### src/rtl/dmem_bridge_pkg.sv
// Shared types and helpers for the data-side bus bridge: FSM states, access sizes,
// address regions, and the byte-lane helpers used on the store path and in decode.
package dmem_bridge_pkg;

   typedef enum logic [2:0] {
      ST_IDLE,
      ST_RAM_RSP,
      ST_IO_WAIT,
      ST_IO_RSP,
      ST_ERR_RSP
   } state_t;

   localparam logic [1:0] SIZE_B = 2'd0;
   localparam logic [1:0] SIZE_H = 2'd1;
   localparam logic [1:0] SIZE_W = 2'd2;

   typedef enum logic [1:0] {
      REG_RAM,
      REG_IO,
      REG_NONE
   } region_t;

   // Size 3 is treated as misaligned so every illegal access takes a single error path.
   function automatic logic misaligned(input logic [1:0] size, input logic [1:0] off);
      case (size)
         SIZE_B:  return 1'b0;
         SIZE_H:  return off[0];
         SIZE_W:  return off != 2'b00;
         default: return 1'b1;
      endcase
   endfunction

   function automatic logic [3:0] lane_mask(input logic [1:0] size, input logic [1:0] off);
      case (size)
         SIZE_B:  return 4'b0001 << off;
         SIZE_H:  return 4'b0011 << off;
         default: return 4'b1111;
      endcase
   endfunction

   function automatic logic [31:0] steer_data(input logic [1:0] size, input logic [31:0] d);
      case (size)
         SIZE_B:  return {4{d[7:0]}};
         SIZE_H:  return {2{d[15:0]}};
         default: return d;
      endcase
   endfunction

endpackage

### src/rtl/dmem_load_align.sv
// Load extraction: selects the addressed byte/half lane from a 32-bit read word and
// zero- or sign-extends it. Purely combinational; shared by the RAM and IO return paths.
module dmem_load_align
   import dmem_bridge_pkg::*;
(
   input  logic [31:0] rdata,
   input  logic [1:0]  off,
   input  logic [1:0]  size,
   input  logic        is_signed,
   output logic [31:0] data
);

   logic [31:0] shifted;

   always_comb begin
      // NOTE: every output of a combinational block gets a default first so no path leaves it unassigned (which would infer a latch).
      shifted = rdata >> {off, 3'b000};
      data    = rdata;
      case (size)
         SIZE_B:  data = {{24{is_signed & shifted[7]}}, shifted[7:0]};
         SIZE_H:  data = {{16{is_signed & shifted[15]}}, shifted[15:0]};
         default: data = rdata;
      endcase
   end

endmodule

### src/rtl/dmem_bridge.sv
// Data-side bridge from the core's req/ready/rsp port to NUM_BANKS word-wide RAM banks
// and one IO region. Optional IO watchdog enabled by defining DMEM_BRIDGE_TIMEOUT_EN.
module dmem_bridge
   import dmem_bridge_pkg::*;
#(
   parameter int          NUM_BANKS  = 2,
   parameter int          BANK_AW    = 14,
   parameter logic [31:0] IO_BASE    = 32'h8000_0000,
   parameter int          IO_AW      = 8,
   parameter int          IO_TIMEOUT = 255
) (
   input  logic                     clk,
   input  logic                     resetb,
   input  logic                     dm_req,
   output logic                     dm_ready,
   input  logic                     dm_we,
   input  logic [31:0]              dm_addr,
   input  logic [1:0]               dm_size,
   input  logic                     dm_is_signed,
   input  logic [31:0]              dm_di,
   output logic                     dm_rsp,
   output logic [31:0]              dm_do,
   output logic                     dm_err,
   output logic [BANK_AW-1:0]       ram_addr,
   output logic [31:0]              ram_di,
   output logic [3:0]               ram_be,
   output logic [NUM_BANKS-1:0]     ram_we,
   input  logic [32*NUM_BANKS-1:0]  ram_do,
   output logic [IO_AW-1:0]         io_addr,
   output logic                     io_en,
   output logic                     io_we,
   output logic [31:0]              io_data_write,
   input  logic [31:0]              io_data_read,
   input  logic                     io_ready
);

   localparam int BANK_BITS    = $clog2(NUM_BANKS);
   localparam int BANK_SEL_W   = (BANK_BITS > 0) ? BANK_BITS : 1;
   localparam int RAM_SPAN_LSB = BANK_AW + 2 + BANK_BITS;

   state_t                state_q, state_d;
   region_t               region;
   logic                  accept;
   logic                  ram_hit, io_hit;
   logic [BANK_SEL_W-1:0] bank_idx;

   logic [1:0]            lat_off;
   logic [1:0]            lat_size;
   logic                  lat_signed;
   logic                  lat_we;
   logic [BANK_SEL_W-1:0] lat_bank;
   logic [31:0]           io_rdata_q;
   logic                  io_err_q;
   logic                  timeout;

   logic [31:0]           ram_words [NUM_BANKS];
   logic [31:0]           align_src;
   logic [31:0]           aligned;

   for (genvar g = 0; g < NUM_BANKS; g++) begin : g_bank_split
      assign ram_words[g] = ram_do[g*32 +: 32];
   end

   // Decode: RAM occupies [0, NUM_BANKS*bank_size); IO is the 2^IO_AW window at IO_BASE.
   assign ram_hit  = (dm_addr >> RAM_SPAN_LSB) == 32'd0;
   assign io_hit   = (dm_addr >> IO_AW) == (IO_BASE >> IO_AW);
   assign bank_idx = BANK_SEL_W'((dm_addr >> (BANK_AW + 2)) & 32'(NUM_BANKS - 1));

   always_comb begin
      region = REG_NONE;
      if (!misaligned(dm_size, dm_addr[1:0])) begin
         if (ram_hit)     region = REG_RAM;
         else if (io_hit) region = REG_IO;
      end
   end

   assign dm_ready = (state_q == ST_IDLE) || (state_q == ST_RAM_RSP) || (state_q == ST_ERR_RSP);
   assign accept   = dm_req && dm_ready;

   // RAM port is driven straight from the request so the bank sees the access in the accept cycle.
   assign ram_addr = dm_addr[BANK_AW+1:2];
   assign ram_be   = lane_mask(dm_size, dm_addr[1:0]);
   assign ram_di   = steer_data(dm_size, dm_di);

   always_comb begin
      ram_we = '0;
      for (int i = 0; i < NUM_BANKS; i++) begin
         ram_we[i] = accept && (region == REG_RAM) && dm_we && (bank_idx == BANK_SEL_W'(i));
      end
   end

`ifdef DMEM_BRIDGE_TIMEOUT_EN
   localparam int CNT_W = $clog2(IO_TIMEOUT + 1);
   logic [CNT_W-1:0] cnt_q;

   assign timeout = (cnt_q == CNT_W'(IO_TIMEOUT));

   always_ff @(posedge clk or negedge resetb) begin
      if (!resetb) begin
         cnt_q <= '0;
      end else if (accept && (region == REG_IO)) begin
         cnt_q <= '0;
      end else if ((state_q == ST_IO_WAIT) && !io_ready && !timeout) begin
         cnt_q <= cnt_q + 1'b1;
      end
   end
`else
   assign timeout = 1'b0;
`endif

   always_comb begin
      state_d = state_q;
      case (state_q)
         ST_IDLE, ST_RAM_RSP, ST_ERR_RSP: begin
            state_d = ST_IDLE;
            if (accept) begin
               case (region)
                  REG_RAM: state_d = ST_RAM_RSP;
                  REG_IO:  state_d = ST_IO_WAIT;
                  default: state_d = ST_ERR_RSP;
               endcase
            end
         end
         ST_IO_WAIT: if (io_ready || timeout) state_d = ST_IO_RSP;
         ST_IO_RSP:  state_d = ST_IDLE;
         default:    state_d = ST_IDLE;
      endcase
   end

   always_ff @(posedge clk or negedge resetb) begin
      if (!resetb) begin
         // NOTE: clocked state uses non-blocking assignments so every register samples pre-edge values.
         state_q       <= ST_IDLE;
         lat_off       <= 2'b00;
         lat_size      <= SIZE_B;
         lat_signed    <= 1'b0;
         lat_we        <= 1'b0;
         lat_bank      <= '0;
         io_en         <= 1'b0;
         io_we         <= 1'b0;
         io_addr       <= '0;
         io_data_write <= '0;
         io_rdata_q    <= '0;
         io_err_q      <= 1'b0;
      end else begin
         state_q <= state_d;
         if (accept) begin
            lat_off    <= dm_addr[1:0];
            lat_size   <= dm_size;
            lat_signed <= dm_is_signed;
            lat_we     <= dm_we;
            lat_bank   <= bank_idx;
         end
         if (accept && (region == REG_IO)) begin
            io_en         <= 1'b1;
            io_we         <= dm_we;
            io_addr       <= dm_addr[IO_AW-1:0];
            io_data_write <= steer_data(dm_size, dm_di);
            io_err_q      <= 1'b0;
         end else if (state_q == ST_IO_WAIT) begin
            if (io_ready) begin
               io_en      <= 1'b0;
               io_we      <= 1'b0;
               io_rdata_q <= io_data_read;
            end else if (timeout) begin
               io_en      <= 1'b0;
               io_we      <= 1'b0;
               io_rdata_q <= '0;
               io_err_q   <= 1'b1;
            end
         end
      end
   end

   // RAM data arrives registered by the bank, so it is aligned live in RAM_RSP; IO data was captured.
   assign align_src = (state_q == ST_RAM_RSP) ? ram_words[lat_bank] : io_rdata_q;

   dmem_load_align u_align (
      .rdata     (align_src),
      .off       (lat_off),
      .size      (lat_size),
      .is_signed (lat_signed),
      .data      (aligned)
   );

   assign dm_rsp = (state_q == ST_RAM_RSP) || (state_q == ST_IO_RSP) || (state_q == ST_ERR_RSP);
   assign dm_err = (state_q == ST_ERR_RSP) || ((state_q == ST_IO_RSP) && io_err_q);
   assign dm_do  = (((state_q == ST_RAM_RSP) || ((state_q == ST_IO_RSP) && !io_err_q)) && !lat_we)
                   ? aligned : 32'd0;

endmodule

### config.mk
export PLATFORM = sky130hd
export DESIGN_NAME = dmem_bridge
export DESIGN_NICKNAME = d
export VERILOG_FILES = /design/src/rtl/dmem_bridge_pkg.sv /design/src/rtl/dmem_load_align.sv /design/src/rtl/dmem_bridge.sv
export SDC_FILE = /design/constraint.sdc
export NUM_CORES = 1
export LEC_CHECK = 0
export ABC_AREA = 0
export CAP_MARGIN = 20
export CORE_MARGIN = 2
export CORE_UTILIZATION = 38
export DETAILED_ROUTE_END_ITERATION = 8
export PLACE_DENSITY = 0.79
export SYNTH_ARGS = -nofsm -noshare
export SYNTH_HDL_FRONTEND = slang
export SYNTH_SLANG_ARGS = --single-unit
### constraint.sdc
create_clock -name clk -period 6.56 [get_ports clk]
set_input_delay 1.312 -clock clk [delete_from_list [all_inputs] [get_ports clk]]
set_output_delay 1.312 -clock clk [all_outputs]
set_load 0.01 [all_outputs]
==> Yosys cells after proc, flatten, opt, wreduce, memory -nomap -nowiden <==
Cells that the tools add are included.
{ "classes": {"n_eq_ne": 10, "n_reduce_logical": 23, "bitwise": 5, "n_lt_le_gt_ge": 1, "shifts": 3, "muxes": 20} }
{ "op_table": {"columns": ["op", "count"], "rows": [
  ["32-bit two-way mux", 5],
  ["32-bit one-hot mux with 2 select lines", 2],
  ["32-bit logical NOT", 1],
  ["32-bit by 5-bit right shift with 16-bit output", 1],
  ["24-bit == test, second input constant", 1],
  ["3-bit one-hot mux with 2 select lines", 2],
  ["4-bit one-hot mux with 2 select lines", 1],
  ["1-bit logical AND", 7],
  ["2-bit by 1-bit == test with 1-bit output, second input constant", 3],
  ["3-bit by 2-bit == test with 1-bit output, second input constant", 2],
  ["2-bit logical NOT", 3],
  ["2-bit two-way mux", 3],
  ["3-bit two-way mux", 2],
  ["2-bit nonzero test", 3],
  ["1-bit logical OR", 4],
  ["1-bit two-way mux", 4],
  ["1-bit by 2-bit left shift with 4-bit output, first input constant", 1],
  ["2-bit by 2-bit left shift with 4-bit output, first input constant", 1],
  ["3-bit by 1-bit == test with 1-bit output, second input constant", 1],
  ["3-bit == test, second input constant", 1],
  ["3-bit logical NOT", 1],
  ["1-bit one-hot mux with 3 select lines", 1],
  ["3-bit AND reduction", 1],
  ["3-bit OR reduction", 1],
  ["other kinds (8)", 10]
]} }
{ "totals": {"in_bits": 168, "regBits": 84, "word_cells": 73, "out_inout_bits": 129} }

==> Longest topological paths before layout <==
Gate-level depths: netlist of run 1.
{ "logic_depth": {"ltp_word": 9, "mapped_depth": 8, "depth_no_buf": 5} }

==> Hierarchy <==
From an unflattened synthesis of run 1, not the netlist that was laid out.
{ "unflattened": {"cells_unflattened": 534, "area_unflattened_um2": 5412.7} }
{ "modules_own_cells": {"columns": ["mod", "area_per_inst_um2", "instances", "seq_area_each_um2", "cells_per_inst"], "rows": [
  ["dmem_bridge", 4675.7, 1, 2102.0, 422],
  ["dmem_load_align", 737.0, 1, 0.0, 112]
]} }

==> Worst setup path before layout of run 1 <==
No wires, ideal clock.
{ "synth_timing": {"path_type": "input port to output port", "startpoint": "input ram_do[47]", "endpoint": "output dm_do[10]", "slack_ns": 2.672, "arrival_ns": 2.576, "path_buffers": 1, "required_ns": 5.248, "path_stages": 6, "cell_sequence": "mux2_2 > mux2i_1 > a32oi_1 > a21oi_2 > buf_6 > a221oi_2"} }
{ "synth_between": {"elab_chain_len": 8} }
{ "synth_lines": {"columns": ["item", "line", "source"], "rows": [
  ["start: declaration", "dmem_bridge.sv:28", "input logic [32*NUM_BANKS-1:0] ram_do,"],
  ["32-bit two-way mux (implied by the code) (3 in a row)", "dmem_bridge.sv:176", "assign align_src = (state_q == ST_RAM_RSP) ? ram_words[lat_bank] : io_rdata_q;"],
  ["32-bit two-way mux", "dmem_bridge.sv:176", null],
  ["32-bit by 5-bit right shift with 16-bit output", "dmem_load_align.sv:17", "shifted = rdata >> {off, 3'b000};"],
  ["1-bit bitwise AND", "dmem_load_align.sv:20", "SIZE_B: data = {{24{is_signed & shifted[7]}}, shifted[7:0]};"],
  ["32-bit one-hot mux with 2 select lines", "dmem_load_align.sv:19", "case (size)"],
  ["32-bit two-way mux", "dmem_bridge.sv:189", "? aligned : 32'd0;"],
  ["end: declaration", "dmem_bridge.sv:22", "output logic [31:0] dm_do,"]
]} }
Every way passes these cells. The select of a mux whose other input is x is not followed.

==> Worst setup path in the final report of run 1 <==
{ "layout_timing": {"startpoint": "input ram_do[15]", "endpoint": "output dm_do[18]"} }
{ "layout_between": {"elab_chain_len": 8, "word_cells_on_any_way": 9, "classes_between": "1 x shift; 6 x mux; 2 x bitwise"} }
{ "layout_lines": {"columns": ["item", "line"], "rows": [
  ["32-bit two-way mux (implied by the code) * (3 in a row)", "dmem_bridge.sv:176"],
  ["32-bit two-way mux *", "dmem_bridge.sv:176"],
  ["32-bit by 5-bit right shift with 16-bit output *", "dmem_load_align.sv:17"],
  ["1-bit bitwise AND (on tied branches)", "dmem_load_align.sv:21, dmem_load_align.sv:20"],
  ["32-bit one-hot mux with 2 select lines *", "dmem_load_align.sv:19"],
  ["32-bit two-way mux *", "dmem_bridge.sv:189"]
]} }
Every way passes the cells marked *; elsewhere a longest branch is shown, timed or not. The select of a mux whose other input is x is not followed.

==> results of run 1 <==
-- critical path, stage by stage --
cell,delay [ns]
clkdlybuf4s50_1,0.40
mux2_2,0.28
mux2i_1,0.36
a32oi_1,0.21
a21oi_2,0.17
buf_4,0.35
a221oi_1,0.16
clkdlybuf4s50_1,0.53
-- synth_stat cells --
library cell  count  share of area [%]
nor4_4            1               0.39
a221oi_2         20                5.6
nand2b_1          2               0.23
a21boi_1          1               0.14
a221oi_1         11                1.8
o21ai_0          33                3.1
buf_1             2               0.14
nor2_1           16                1.1
dfrtp_1          84                 39
a32oi_1           1               0.16
o22a_1            1               0.16
clkbuf_1         23                1.6
nand2_1         129                8.9
buf_6             5                1.0
nor3_1            1              0.092
o21bai_1          2               0.28
a21o_1            3               0.42
buf_4            27                3.7
buf_2             3               0.28
o211ai_2          1               0.23
o22ai_1           7               0.81
and3_1            2               0.23
a211oi_1          2               0.28
a21oi_2           2               0.32
nor3b_4           1               0.35
mux4_2            1               0.42
mux2_2           84                 17
mux2i_1          48                8.9
mux2_1            3               0.62
a21oi_1           2               0.19
nand4b_1          1               0.16
nand3b_1          1               0.14
o21a_1            2               0.28
nand3_1           2               0.19
nand4_1           1               0.12
inv_1             7               0.49
a311oi_1          1               0.16
nor4_1            6               0.69
-- flip-flops by register name, indices dropped and copies added (netlist names) --
register and cells:
io_en 1, io_data_write 32, state_q 3, io_we 1, lat_we 1, lat_off 2, io_rdata_q 32, lat_size 2
io_addr 8, lat_signed 1, lat_bank 1
-- final cells by class --
type	instances	share of cell area [%]
Timing Repair Buffer	308	35.46
Multi-Input combinational cell	388	33.79
Sequential cell	84	24.33
Clock buffer	11	2.810
Tap cell	180	2.607
Clock inverter	5	0.6952
Inverter	7	0.3042
-- power by group through the flow --
| stage | Combinational, µW | Clock [µW] | Sequential (µW) |
|---|---|---|---|
| 2_1_floorplan | 128 | 0 | 535 |
| 3_3_place_gp | 290 | 0 | 541 |
| 3_5_place_dp | 295 | 0 | 542 |
| 4_1_cts | 297 | 533 | 532 |
| 5_1_grt | 317 | 554 | 533 |
| 6_report | 297 | 523 | 532 |
-- cell families after synthesis --
family | Yosys count | share of synthesized area [%]
flops | 84 | 38.85
simple gates | 163 | 12.65
buf+inv | 67 | 7.285
mux | 136 | 27.41
compound gates | 89 | 13.81
-- per-layer routing --
| layer | GRT usage, % | vias to the layer above | share of wire [%] |
|---|---|---|---|
| li1 | - | 2431 | - |
| met1 | 28.93 | 2469 | 38 |
| met2 | 42.69 | 259 | 50 |
| met3 | 7.380 | 40 | 9.8 |
| met4 | 9.943 | 0 | 2.5 |
| met5 | 0 | - | 0 |
-- worst max path at each step --
stage / start / to / slack (ns) / depth (start not counted)
floorplan: ram_do[47] / dm_do[10] / 2.67 / 6
global placement: ram_do[15] / dm_do[18] / 1.54 / 8
detailed placement: ram_do[15] / dm_do[16] / 1.48 / 8
CTS: ram_do[15] / dm_do[16] / 1.47 / 8
global route: ram_do[15] / dm_do[18] / 1.34 / 8
finish: ram_do[15] / dm_do[18] / 1.47 / 8
-- per-stage QoR --
stage               total power [µW]  utilization [%]
floorplan                      662.9                -
global placement               831.0            59.91
detailed placement             836.7            59.91
CTS                             1362            62.09
global route                    1403            62.23
finish                          1352            62.23
==> impl_metrics.ini, run 1 <==
[run_status]
outcome = finished, final reports clean

[sta]
fmax_ghz = 0.1964
slew_headroom_pct = 44.83
fin_crit_sh_pct = 77.63
setup_viol = 0
setup_ws_ns = 1.467
fin_crit_ns = 5.093
fin_setup_tns_ns = 0
rsz0062_at_grt = false
finalHoldViolCount = 0
drv_slew = 0
skew_ns = 0.009818
holdWs_ns = 0.4682
worst_pin_slew_ns = 0.8244

[detailed_routing]
wl_per_cell_um = 19.43
ant_nets = 0
first_iter_violations = 315
firstDrtPassIters = 5
drt-total-wl_um = 19100
viasPerCell = 5.289
remaining_drc_errors = 0
vias = 5199

[finish]
num_antenna_cells = 0
layout_commonest_cell = clkdlybuf4s50_1
layout.area.seq_um2 = 2102
final_area_um2 = 8638
multiInputGateArea_um2 = 2919
drive_gt1_share_pct = 17.31
syn2layout_area_growth_pct = 59.67
final_cell_mix = 295 x clkdlybuf4s50_1, 129 x nand2_1, 84 x mux2_2, 84 x dfrtp_1, 48 x mux2i_1
layout.nets = 966
nFillCells = 1131
finalNonFillerCells = 983

[worst_hold_path]
hold_path_class = register to register
hp-start = io_rdata_q[5]
hold_path_end = io_rdata_q[5]
whs_path_depth = 2

[power]
power_frac_seq_pct = 39.3
power.switching_uw = 350.5
ir_drop_mv = 0.09995
p_per_area_nw_per_um2 = 156.6
swShare_pct = 25.92
combinationalPowerShare_pct = 22.0
leakagePower_uw = 0.003621
p_int_uw = 1002
p_clk_share_pct = 38.7

[placed_design]
dp_slack_ns = 1.483
dpl.hpwl_um = 14910
portBuffers = 296
dpl_cell_area_um2 = 8315
placed_cells = 966
finalWeightedCongestion = 0.9265

[critical_path]
reg2reg_slack_ns = 4.17
r2r-start = state_q[0]
path_class = primary input to output port
cp-start-kind = primary input
critical_path_required_ns = 5.25
cp_max_fo = 24
cp-end-kind = output port
worst-r2r-cell-count = 5
worstPathArrival_ns = 3.78
reg2reg_to = io_data_write[15]

[clock_tree]
cts_tree = yes
cts_root_buf = clkbuf_16
numCtsBuffers = 9
clkTransAtPathRegs_ns = 0.06
clock_latency_ns = 0.35
clockBufferDepth = 2
cts_resized = 0
htree_levels = 3
cts_setup_buffers = 0
clock_sinks = 84
holdBufCountCts = 0

[logic_synthesis]
syn_nets = 707
synthCells = 539
seq_area_frac_synth_pct = 38.85
syn_avg_cell_area_um2 = 10.04
synth_cell_types = 38
ys_ff_latch = 84
syn_area_um2 = 5410
ys_warn_count = 0

[die]
coreArea_um2 = 13880
start_util_pct = 38.98
chipWidth_um = 123.3
die-area_um2 = 15210
die_h_um = 123.3
num_rows = 43
io_pins = 297

[global_route]
grt_first_pass_wirelength_um = 28480
grt_max_degree = 85
grt_overflow = 0
grt_pass1_vias = 5179
antenna_found_initial = 0
grt_use_total_pct = 24.84

[job]
max_cap_viol_count = 0
Note: power is estimated with default switching activity, not from simulation.
==> run 2, diff against run 1 <==
==> constraint.sdc (replaced) <==
create_clock -name clk -period 4.7 [get_ports clk]
set_input_delay 0.94 -clock clk [delete_from_list [all_inputs] [get_ports clk]]
set_output_delay 0.94 -clock clk [all_outputs]
set_load 0.01 [all_outputs]
==> run 2 against run 1 <==
Net effect: highest routed layer is now met5; final area up 0.56%; largest power group unchanged; first-iteration DRC count up 19%; count of clock-buffer cells in the layout did not move.
==> impl_metrics.ini, run 2 (synthesis gave the netlist of run 1 again) <==
[run_status]
outcome = finished, final reports clean

[placed_design]
dpl.hpwl_um = 14700
finalWeightedCongestion = 0.9156
dpl_cell_area_um2 = 8358
portBuffers = 296
placed_cells = 970

[clock_tree]
cts_tree = yes
clock_latency_ns = 0.34
cts_resized = 0
holdBufCountCts = 0
clock_sinks = 84
clkTransAtPathRegs_ns = 0.06
clockBufferDepth = 2
cts_setup_buffers = 0
htree_levels = 3
cts_root_buf = clkbuf_16
numCtsBuffers = 9

[finish]
syn2layout_area_growth_pct = 60.57
drive_gt1_share_pct = 17.74
finalNonFillerCells = 986
largest_registers = io_data_write x32, io_rdata_q x32, io_addr x8
layout.nets = 970
layout_commonest_cell = clkdlybuf4s50_1
nFillCells = 1122
final_area_um2 = 8687
final_cell_mix = 295 x clkdlybuf4s50_1, 129 x nand2_1, 84 x mux2_2, 84 x dfrtp_1, 48 x mux2i_1
num_antenna_cells = 0

[critical_path]
worstPathArrival_ns = 3.48
path_class = primary input to output port
cp-start-kind = primary input
worst-r2r-cell-count = 5
reg2reg_slack_ns = 2.16
reg2reg_to = io_data_write[19]
cp_max_fo = 9
r2r-start = state_q[1]
critical_path_required_ns = 3.76
cp-end-kind = output port

[global_route]
grt_use_total_pct = 24.40
grt_overflow = 0
grt_max_degree = 85
grt_first_pass_wirelength_um = 28290
antenna_found_initial = 1
grt_pass1_vias = 5230

[detailed_routing]
drt-total-wl_um = 19020
ant_nets = 0
first_iter_violations = 374
viasPerCell = 5.297
remaining_drc_errors = 0
firstDrtPassIters = 5
wl_per_cell_um = 19.29
vias = 5223

[sta]
drv_slew = 0
worst_pin_slew_ns = 0.6626
fin_crit_ns = 4.425
fin_crit_sh_pct = 94.14
setup_viol = 0
slew_headroom_pct = 55.83
finalHoldViolCount = 0
fin_setup_tns_ns = 0
skew_ns = 0.009737
fmax_ghz = 0.2260
rsz0062_at_grt = false

[job]
max_cap_viol_count = 0

[worst_hold_path]
hold_path_class = primary input to async pin

[die]
num_rows = 43
die-area_um2 = 15210
die_h_um = 123.3
io_pins = 297
chipWidth_um = 123.3
start_util_pct = 38.98
coreArea_um2 = 13880

[power]
ir_drop_mv = 0.1710
leakagePower_uw = 0.003648
p_per_area_nw_per_um2 = 216.1
total_power_uw = 1878
## run 2: critical path, cell delays in order
cell and delay [ns]:
clkdlybuf4s50_1 0.40, mux2_2 0.28, mux2i_1 0.35, a21oi_2 0.13
o211ai_2 0.46, buf_4 0.30, a221oi_2 0.09, clkdlybuf4s50_1 0.53
## run 2: through the flow
step,util [%],hold slack (ns),worst slack [ns]
after global routing,62.58,0.4519,0.1783
after CTS,62.39,0.4783,0.2721
after global placement,60.21,0.4531,0.3423
final,62.58,0.4531,0.2754
after floorplan,-,0.4404,1.556
after detailed placement,60.21,0.4630,0.3025
## run 2: power by group
part / total, µW / internal [µW] / switching (µW)
Combinational: 412 / 242 / 170
Clock: 719 / 437 / 282
Sequential: 747 / 729 / 17.4
Total: 1880 / 1410 / 470
## run 2: area by class of cell
cell class                 instances  area, µm²  area share, %
clock buffer                      11      252.7          2.909
clock inverter                     4      48.80         0.5617
inverter                           7      26.28         0.3025
multi-input combinational        388       2919          33.60
sequential                        84       2102          24.20
tap                              180      225.2          2.593
timing repair buffer             312       3113          35.83
## run 2: how the worst max path moves through the flow
stage | from | end | slack (ns) | depth (start not counted)
2_1_floorplan | ram_do[47] | dm_do[10] | 1.56 | 6
3_3_place_gp | ram_do[47] | dm_do[22] | 0.34 | 8
3_5_place_dp | ram_do[15] | dm_do[20] | 0.30 | 8
4_1_cts | ram_do[15] | dm_do[20] | 0.27 | 8
5_1_grt | ram_do[15] | dm_do[20] | 0.18 | 8
6_report | ram_do[15] | dm_do[27] | 0.28 | 8
## run 2: per-layer routing
metal  vias to the layer above  track usage [%]  share of wire, %
met5                         -                0             0.089
met4                         2            7.244               2.3
met3                        35            9.363                10
met2                       271            42.31                50
met1                      2478            27.76                38
li1                       2437                -                 -
==> run 3, diff against run 2 <==
--- a/config.mk
+++ b/config.mk
@@ -10,7 +10,7 @@
 export CORE_MARGIN = 2
 export CORE_UTILIZATION = 38
 export DETAILED_ROUTE_END_ITERATION = 8
-export PLACE_DENSITY = 0.79
+export PLACE_DENSITY = 0.89
 export SYNTH_ARGS = -nofsm -noshare
 export SYNTH_HDL_FRONTEND = slang
 export SYNTH_SLANG_ARGS = --single-unit
==> run 3 against run 2 <==
Net effect: sequential power barely moved; critical path type unchanged; routed wire length rose by 0.77%; critical endpoint is now dm_do[16]; sequential cell count did not move; hold slack improved by 0.019 ns.
==> impl_metrics.ini, run 3 (synthesis gave the netlist of run 1 again) <==
[global_route]
grt.busiest_layer = met2
grt_pass1_vias = 5283
grt_use_total_pct = 24.93
grt_overflow = 0
grt_util_met1_pct = 29.22
grt_first_pass_wirelength_um = 28790
grt_max_degree = 52
met2_usage_pct = 42.31
grt_use_met3_pct = 7.980
antenna_found_initial = 0

[clock_tree]
cts_resized = 0
cts_setup_buffers = 0
cts_root_buf = clkbuf_16
holdBufCountCts = 0
htree_levels = 3
cts_tree = yes
clockBufferDepth = 2
clock_sinks = 84
numCtsBuffers = 9
clock_latency_ns = 0.34
clkTransAtPathRegs_ns = 0.06

[job]
max_cap_viol_count = 0

[sta]
fmax_ghz = 0.2305
skew_ns = 0.008587
setup_viol = 0
worst_pin_slew_ns = 0.6704
rsz0062_at_grt = false
finalHoldViolCount = 0
fin_setup_tns_ns = 0
fin_crit_ns = 4.338
drv_slew = 0
fin_crit_sh_pct = 92.30
slew_headroom_pct = 55.31

[finish]
num_antenna_cells = 0
syn2layout_area_growth_pct = 60.66
largest_registers = io_data_write x32, io_rdata_q x32, io_addr x8
layout.nets = 971
layout_commonest_cell = clkdlybuf4s50_1
final_cell_mix = 295 x clkdlybuf4s50_1, 129 x nand2_1, 84 x mux2_2, 84 x dfrtp_1, 48 x mux2i_1
drive_gt1_share_pct = 17.57

[detailed_routing]
drt-total-wl_um = 19160
vias = 5182
remaining_drc_errors = 0
viasPerCell = 5.245
wl_per_cell_um = 19.40
firstDrtPassIters = 4
first_iter_violations = 326
ant_nets = 0

[critical_path]
worst-path-buf-inv = 3
max_stage_delay_ns = 0.50
path_class = primary input to output port
cp_max_fo = 24
worstPathArrival_ns = 3.40
crit_top_cell = clkdlybuf4s50_1
path_cells = clkdlybuf4s50_1, mux2_2, mux2i_1, a32oi_1, a21oi_2, buf_4, a221oi_1, clkdlybuf4s50_1
cp-end-kind = output port
cp-start-kind = primary input
path_delay_family = buffers and inverters
critical_path_required_ns = 3.76
slowest_stage = clkdlybuf4s50_1

[die]
die-area_um2 = 15210
die_h_um = 123.3
coreArea_um2 = 13880
num_rows = 43
chipWidth_um = 123.3
start_util_pct = 38.98
io_pins = 297

[power]
p_int_uw = 1454
p_clk_share_pct = 39.9
swShare_pct = 24.72
p_per_area_nw_per_um2 = 222.2
power_frac_seq_pct = 38.6
combinationalPowerShare_pct = 21.5
total_power_uw = 1931
power.switching_uw = 477.5
leakagePower_uw = 0.003649
ir_drop_mv = 0.1919

[run_status]
outcome = finished, final reports clean

[placed_design]
finalWeightedCongestion = 0.9035
portBuffers = 296
dpl.hpwl_um = 14820

[worst_hold_path]
hold_path_class = register to register
run 3: cell type report:
class / count / area [µm²]
Clock buffer: 13 / 250.2
Clock inverter: 3 / 68.82
Fill cell: 1147 / 5189
Inverter: 7 / 26.28
Multi-Input combinational cell: 388 / 2919
Sequential cell: 84 / 2102
Tap cell: 180 / 225.2
Timing Repair Buffer: 313 / 3100
run 3: worst register-to-register path: cells and delay by family (launching register included):
family          cells  cell delay, ns
flops               1            0.44
simple gates        2            0.78
mux                 1            0.44
compound gates      1            0.22
buf+inv             1            0.52
run 3: routing by layer:
metal | part of all wire [%] | wire, µm
met1 | 38 | 7310
met2 | 50 | 9496
met3 | 9.7 | 1865
met4 | 2.6 | 491
met5 | 0 | 0
run 3: final timing paths:
check | endpoint | cells after the start | slack [ns] | from
min in group asynchronous | io_rdata_q[8] | 1 | 0.62 | resetb
max reg2reg | io_data_write[22] | 5 | 2.19 | state_q[0]
max in group asynchronous | state_q[2] | 2 | 3.14 | resetb
min | io_rdata_q[2] | 2 | 0.47 | io_rdata_q[2]
min reg2reg | io_rdata_q[2] | 2 | 0.47 | io_rdata_q[2]
max | dm_do[16] | 8 | 0.36 | ram_do[47]
run 3: per-stage QoR:
step           instances  setup WS (ns)  instance area, µm²  util (%)  hold slack [ns]
3_5_place_dp         972         0.4020                8373     60.32           0.4612
6_report             988         0.3621                8692     62.62           0.4722
5_1_grt              988         0.2437                8692     62.62           0.4903
3_3_place_gp         972         0.4348                8373     60.32           0.4539
2_1_floorplan        539          1.556                5410         -           0.4404
4_1_cts              988         0.3850                8692     62.62           0.4768
run 3: power groups by stage:
stage	clock [µW]	combinational [µW]	sequential, µW
global route	815	442	746
floorplan	0	178	747
global placement	0	408	758
CTS	789	417	745
finish	770	416	745
detailed placement	0	414	758
